## src/rtl/lvds_host.sv

```systemverilog
// lvds_host: host endpoint of the 2-bit/cycle LVDS link; sends 58-bit command frames, receives 33-bit response frames.
// Optional response calibration check enabled by defining LVDS_HOST_CAL_CHECK_EN.
module lvds_host #(
  parameter int TINV    = 0,
  parameter int RINV    = 0,
  parameter int TIMEOUT = 255,
  parameter int GAP     = 4
) (
  input  logic        clock,
  input  logic        reset_n,
  output logic [1:0]  txd,
  input  logic [1:0]  rxd,
  input  logic        cmd_valid,
  output logic        cmd_ready,
  input  logic [55:0] cmd_data,
  output logic        rsp_valid,
  output logic [31:0] rsp_data,
  output logic        rsp_timeout,
  output logic        rsp_cal_err
);
  typedef enum logic [2:0] {IDLE, SEND, WAIT, RECV, GAPS} state_t;
  localparam logic [15:0] TO = 16'(TIMEOUT);
  localparam logic [16:0] GL = 17'(GAP);
  state_t      state, nxt;
  logic [57:0] sr;
  logic [30:0] rsr;
  logic [15:0] cnt;
  logic        lane1;
  logic [1:0]  rx;
  logic        start, tmo_done, rx_done;
  logic [31:0] rword;
  assign rx       = rxd ^ (RINV != 0 ? 2'b11 : 2'b00);
  assign start    = rx != 2'b11;
  assign tmo_done = state == WAIT && !start && cnt == TO;
  assign rx_done  = state == RECV && cnt == 16'd15;
  // rsr keeps the last 31 bits seen; the final cycle's bits complete the word
  assign rword    = lane1 ? {rsr[29:0], rx[0], rx[1]} : {rsr[30:0], rx[0]};
  always_ff @(posedge clock or negedge reset_n)
    if (!reset_n) state <= IDLE;
    else state <= nxt;
  always_comb begin
    nxt = state;
    case (state)
      IDLE: if (cmd_valid) nxt = SEND;
      SEND: if (cnt == 16'd28) nxt = WAIT;
      WAIT: if (start) nxt = RECV; else if (cnt == TO) nxt = GAPS;
      RECV: if (cnt == 16'd15) nxt = GAPS;
      GAPS: if (17'(cnt) + 17'd1 >= GL) nxt = IDLE;
      default: nxt = IDLE;
    endcase
  end
  always_comb begin
    cmd_ready = reset_n && state == IDLE;
    txd       = (state == SEND ? {sr[56], sr[57]} : 2'b11) ^ (TINV != 0 ? 2'b11 : 2'b00);
  end
  always_ff @(posedge clock or negedge reset_n)
    if (!reset_n) begin
      sr          <= '0;
      rsr         <= '0;
      cnt         <= '0;
      lane1       <= 1'b0;
      rsp_valid   <= 1'b0;
      rsp_data    <= '0;
      rsp_timeout <= 1'b0;
    end else begin
      cnt       <= nxt != state ? 16'd0 : cnt + 16'd1;
      sr        <= state == IDLE ? {1'b0, cmd_data, 1'b1} : {sr[55:0], 2'b11};
      rsr       <= {rsr[28:0], rx[0], rx[1]};
      rsp_valid <= tmo_done || rx_done;
      if (state == WAIT && start) lane1 <= rx[0];
      if (tmo_done) begin
        rsp_data    <= '0;
        rsp_timeout <= 1'b1;
      end
      if (rx_done) begin
        rsp_data    <= rword;
        rsp_timeout <= 1'b0;
      end
    end
`ifdef LVDS_HOST_CAL_CHECK_EN
  logic        cal;
  logic [31:0] cexp;
  always_ff @(posedge clock or negedge reset_n)
    if (!reset_n) begin
      cal         <= 1'b0;
      cexp        <= '0;
      rsp_cal_err <= 1'b0;
    end else begin
      if (state == IDLE) begin
        cal  <= cmd_data[55:48] == 8'h00;
        cexp <= cmd_data[40] ? cmd_data[31:0] : 32'h080FF010;
      end
      if (tmo_done) rsp_cal_err <= cal;
      if (rx_done) rsp_cal_err <= cal && rword != cexp;
    end
`else
  assign rsp_cal_err = 1'b0;
`endif
endmodule

```

## config.mk

```make
export PLATFORM = sky130hd
export DESIGN_NAME = lvds_host
export DESIGN_NICKNAME = d
export VERILOG_FILES = /design/src/rtl/lvds_host.sv
export SDC_FILE = /design/constraint.sdc
export NUM_CORES = 1
export LEC_CHECK = 0
export ABC_AREA = 1
export CORE_ASPECT_RATIO = 1.5
export CORE_MARGIN = 2
export CORE_UTILIZATION = 53
export CTS_CLUSTER_DIAMETER = 40
export DETAILED_ROUTE_END_ITERATION = 7
export PLACE_DENSITY = 0.79
export SLEW_MARGIN = 40
export SYNTH_ARGS = -nofsm -noshare
export SYNTH_HDL_FRONTEND = slang
export SYNTH_SLANG_ARGS = --single-unit
```

## constraint.sdc

```tcl
create_clock -name clock -period 2.4 [get_ports clock]
set_input_delay 0.24 -clock clock [delete_from_list [all_inputs] [get_ports clock]]
set_output_delay 0.24 -clock clock [all_outputs]
set_load 0.03 [all_outputs]
```

# After elaboration in Yosys (flattened, before gate mapping)
# Cells that the tools add are included.
# W data, S select, Z words.
[word_totals]
register_bits = 143
inputBits = 61
out_inout_bits = 38
wordCells = 44
[op_classes]
addsub = 2
magnitude_cmp = 1
eq_ne = 9
n_mux = 15
n_reduce_logical = 9
[op_table]
columns = ["op", "count"]
rows = [
  ["$mux W32", 3],
  ["$mux W58", 1],
  ["$mux W3", 6],
  ["$add A16 B1 Y17 const B", 1],
  ["$ge A17 B3 Y1 const B", 1],
  ["$add A16 B1 Y16 const B", 1],
  ["$eq A16 B4 Y1 const B", 1],
  ["$eq A16 B5 Y1 const B", 1],
  ["$eq A16 B8 Y1 const B", 1],
  ["$mux W16", 1],
  ["$pmux W3 S5", 1],
  ["$eq A3 B2 Y1 const B", 2],
  ["$logic_and A1 B1 Y1", 5],
  ["$eq A3 B1 Y1 const B", 1],
  ["$eq A3 B3 Y1 const B", 1],
  ["$logic_not A3 Y1", 1],
  ["$ne A3 B3 Y1", 1],
  ["$mux W1", 2],
  ["$mux W2", 1],
  ["$ne A2 B2 Y1 const B", 1],
  ["$reduce_bool A2 Y1", 1],
  ["$logic_not A1 Y1", 1],
  ["$logic_or A1 B1 Y1", 1],
]

# Longest topological paths before layout
[depth]
word_depth = 6
ltp_mapped = 15
depth_no_buf = 14

# Least setup slack after synthesis
# No wires, ideal clock.
[synth_timing]
kind = "register to register"
from = "register cnt[0]"
to = "register cnt[10]"
setup_ns = 0.068
arrival_time_ns = 1.799
required_ns = 2.332
slack_ns = 0.533
path_stages_with_launch = 15
path_buffers = 1
period_less_slack_ns = 1.867
cell_sequence = "dfrtp_1 ha_1 inv_1 nor2_4 nand2_2 nor2_1 nand2_1 nand2_2 nand2_1 nor2_2 nand3_2 o21ai_4 nand2_4 buf_12 nor2_4"
[synth_via]
elab_chain_cells = 6
word_cells_on_any_way = 14
classes_between = "2 x add/sub; 1 x order compare; 4 x eq/ne; 7 x mux"
[synth_lines]
columns = ["item", "line", "source"]
rows = [
  ["start: declaration", "27", "logic [15:0] cnt;"],
  ["start signal: assignment", "66", "cnt <= nxt != state ? 16'd0 : cnt + 16'd1;"],
  ["$add A16 B1 Y17 or $eq A16 B8 Y1 (tied branches)", "48, 46", ""],
  ["$ge A17 B3 Y1 or $mux W3 (tied branches)", "48, 46", ""],
  ["$mux W3 (on tied branches)", "48, 46", ""],
  ["$pmux W3 S5", "43", "case (state)"],
  ["$ne A3 B3 Y1", "66", ""],
  ["$mux W16 *", "66", ""],
]
# Mark *: on every way between the ends. The rest lies on a longest branch, timed or not.
# A chain may end at the register's enable or synchronous reset.

# Final worst setup path
[layout_timing]
from = "register state[0]"
to = "output cmd_ready"
[layout_via]
elab_chain_cells = 2
[layout_lines]
columns = ["item", "line", "source"]
rows = [
  ["start: declaration", "24", "state_t state, nxt;"],
  ["start signal: assignment", "40", "else state <= nxt;"],
  ["$logic_not A3 Y1", "53", "cmd_ready = reset_n && state == IDLE;"],
  ["$logic_and A1 B1 Y1", "53", ""],
  ["end: declaration", "14", "output logic cmd_ready,"],
]
# No other way between the ends.

==> reports/results.tsv <==
metric	value	unit
f_max	0.450	GHz
Initial DRC Count	227	
number of flops mapped to enable cells by yosys	0	
GPL Wtd Cong	0.809	
All-Layer GR Usage	22.7	%
Syn Inst Count	686	
IO buf count	97	
Max Root-Sink Buffers	2	
Area Overhead vs Synth	28.6	%
Mapped Area	6050	µm²
starting density of the core	54.4	%
Mapped Avg Cell Area	8.82	µm²
CTS Sinks	143	
register area share after synthesis	59.1	%
I/O pin total	99	
clock root buffer	clkbuf_16	
Synth area leader	dfrtp_1	
max cap viols	0	
synth unique cells	31	
initial antenna violation count	0	
Least-Margin Pin Slew	0.799	ns
layout cell share with drive strength beyond 1	10.2	%
total wire length	13100	µm
worst reg2reg setup slack	0.26	ns
Place WS	0.260	ns
Post-Synthesis Net Count	750	
setup TNS	0	ns
Core Footprint	11100	µm²
Setup crit end kind	primary output	
reg-to-reg endpoint	cnt[1]	
Antenna Cells	0	
top_reg_cell synth	dfrtp_1	
hpwl dp	8590	µm
count leader, synth	nand2_1	
Tcrit/Tclk final	92.5	%
Post-synth top cells	nand2_1 (254), dfrtp_1 (143), o21ai_0 (64)	
antenna-violating nets left	0	
Max VDD drop	0.628	mV
Max-slew headroom	46.4	%
Arr. time, crit path	1.98	ns
Seq cells post-synth	143	
DRC Markers	0	
final setup fails	0	
crit path max fanout	8	
Fin. Hold Viols	0	
Hold/Removal Path Class	input pin to async pin	
post-layout util	70.0	%
cell row count	47	
Routed WL per cell	13.9	µm
Vias/cell	5.06	
crit path from	state[0]	
Layout Nets	845	
CTS HTree Levels	4	
Power per Cell Area	1010	nW/µm²
CTS tree	yes	
Lkg Pwr	3.75	nW
Synth area leaders	dfrtp_1 (59%), nand2_1 (16%), o21ai_0 (5.3%), nand3_1 (4.3%), inv_1 (3.0%)	
Clock Skews	0.00884	ns
post-CTS sizing	0	
pin count of the biggest net entering global routing	84	
full die area	12300	µm²
ys async rst share	100	%
Reg2Reg Depth	13	
CTS buffer count	17	
crit start category	flop	
global route overflow	0	
post-synth top area share	59.1	%
required time worst endpoint	2.16	ns
clock latency on the worst-skew pair	0.41	ns
Ys Warns	0	
final worst setup slack	0.179	ns
run status	complete, no violations	
fin crit period	2.22	ns
r2r startpoint	cnt[0]	
Die Span Y	135	µm
DRT Pass-1 Iters	5	
Via Count	4757	
Clock transition at path regs	0.06	ns
max-slew violation count	0	
vias in the first global route	4815	
RSZ-0062 raised after global routing	false	
first-pass GRT wire length	22000	µm
Chip Width	91.2	µm
Setup CP Type	flop to primary output	
where the power goes:
part / switching [W] / leakage (nW) / internal [W]
Combinational: 0.00130 / 1.81 / 0.000690
Sequential: 0.000234 / 1.65 / 0.00298
Clock: 0.000995 / 0.294 / 0.00170
flip-flops by register name, summed over array words and instances, names as in the netlist:
| signal | flops |
|---|---|
| rsp_valid | 1 |
| cnt | 16 |
| rsp_data | 32 |
| sr | 58 |
| rsr | 31 |
| rsp_timeout | 1 |
| state | 3 |
| lane1 | 1 |
per-stage QoR:
step | total power [W] | instances | instance area [µm²] | hold slack (ns)
after CTS | 0.00797 | 941 | 7780 | 0.187
after detailed placement | 0.00519 | 908 | 7160 | 0.0475
after global routing | 0.00833 | 941 | 7780 | 0.186
after global placement | 0.00514 | 908 | 7150 | 0.0458
final | 0.00789 | 941 | 7780 | 0.197
after floorplan | 0.00468 | 686 | 6050 | -0.0556
metal layers:
layer	part of all wire [%]	routed length (µm)	up-vias	track usage [%]
met4	1.3	171	0	6.57
met3	4.3	569	14	6.42
met2	55	7160	126	41.5
met1	40	5200	2281	25.9
li1	-	-	2336	-
met5	0	0	-	0
how the worst max path moves through the flow:
stage,to,slack [ns]
after global routing,cnt[15],0.003
after CTS,cmd_ready,0.15
final,cmd_ready,0.18
after global placement,cnt[0],0.32
after detailed placement,cnt[1],0.26
after floorplan,cnt[10],0.53
layout make-up:
| cell class | count | area, µm² |
|---|---|---|
| Sequential cell | 143 | 3580 |
| Fill cell | 809 | 3330 |
| Multi-Input combinational cell | 459 | 2140 |
| Timing Repair Buffer | 106 | 1060 |
| Clock buffer | 21 | 460 |
| Inverter | 54 | 203 |
| Tap cell | 147 | 184 |
| Clock inverter | 11 | 154 |
placed cells by master, fill, tap and decap left out, types with 3 or more instances in the layout:
cell type	count
clkbuf_16	17
ha_1	3
inv_2	5
nand2_2	11
nor2_4	14
o21ai_0	64
clkdlybuf4s50_1	96
nor3_1	4
inv_1	47
clkinv_4	3
nor2_1	32
nand3_1	51
buf_4	6
dfrtp_1	143
bufinv_16	3
nand4_1	7
nor2_2	5
nand2_1	253
critical path: stages (launching register included):
cell and delay, ns:
dfrtp_1 0.42, nor2_1 0.19, nand2_2 0.15, nor2_1 0.12, clkdlybuf4s50_1 0.69
repair_timing:
item                                   in CTS  in global routing
setup buffers                               0                  0
hold buffers                                1                  0
endpoints found under the hold margin       5                  0
kinds of logic (layout without fill, tap and decap cells):
kind of cell	Yosys count	in the layout	share of synthesized area, %
DFF	143	143	59.1
buffers and inverters	84	192	5.56
AOI/OAI and AO/OA	70	70	6.47
and+or+nand+nor	383	383	27.9
adders and majority gates	3	3	0.620
xor gates and xnor gates	1	1	0.145
other	2	2	0.124
(Power assumes the default switching activity.)
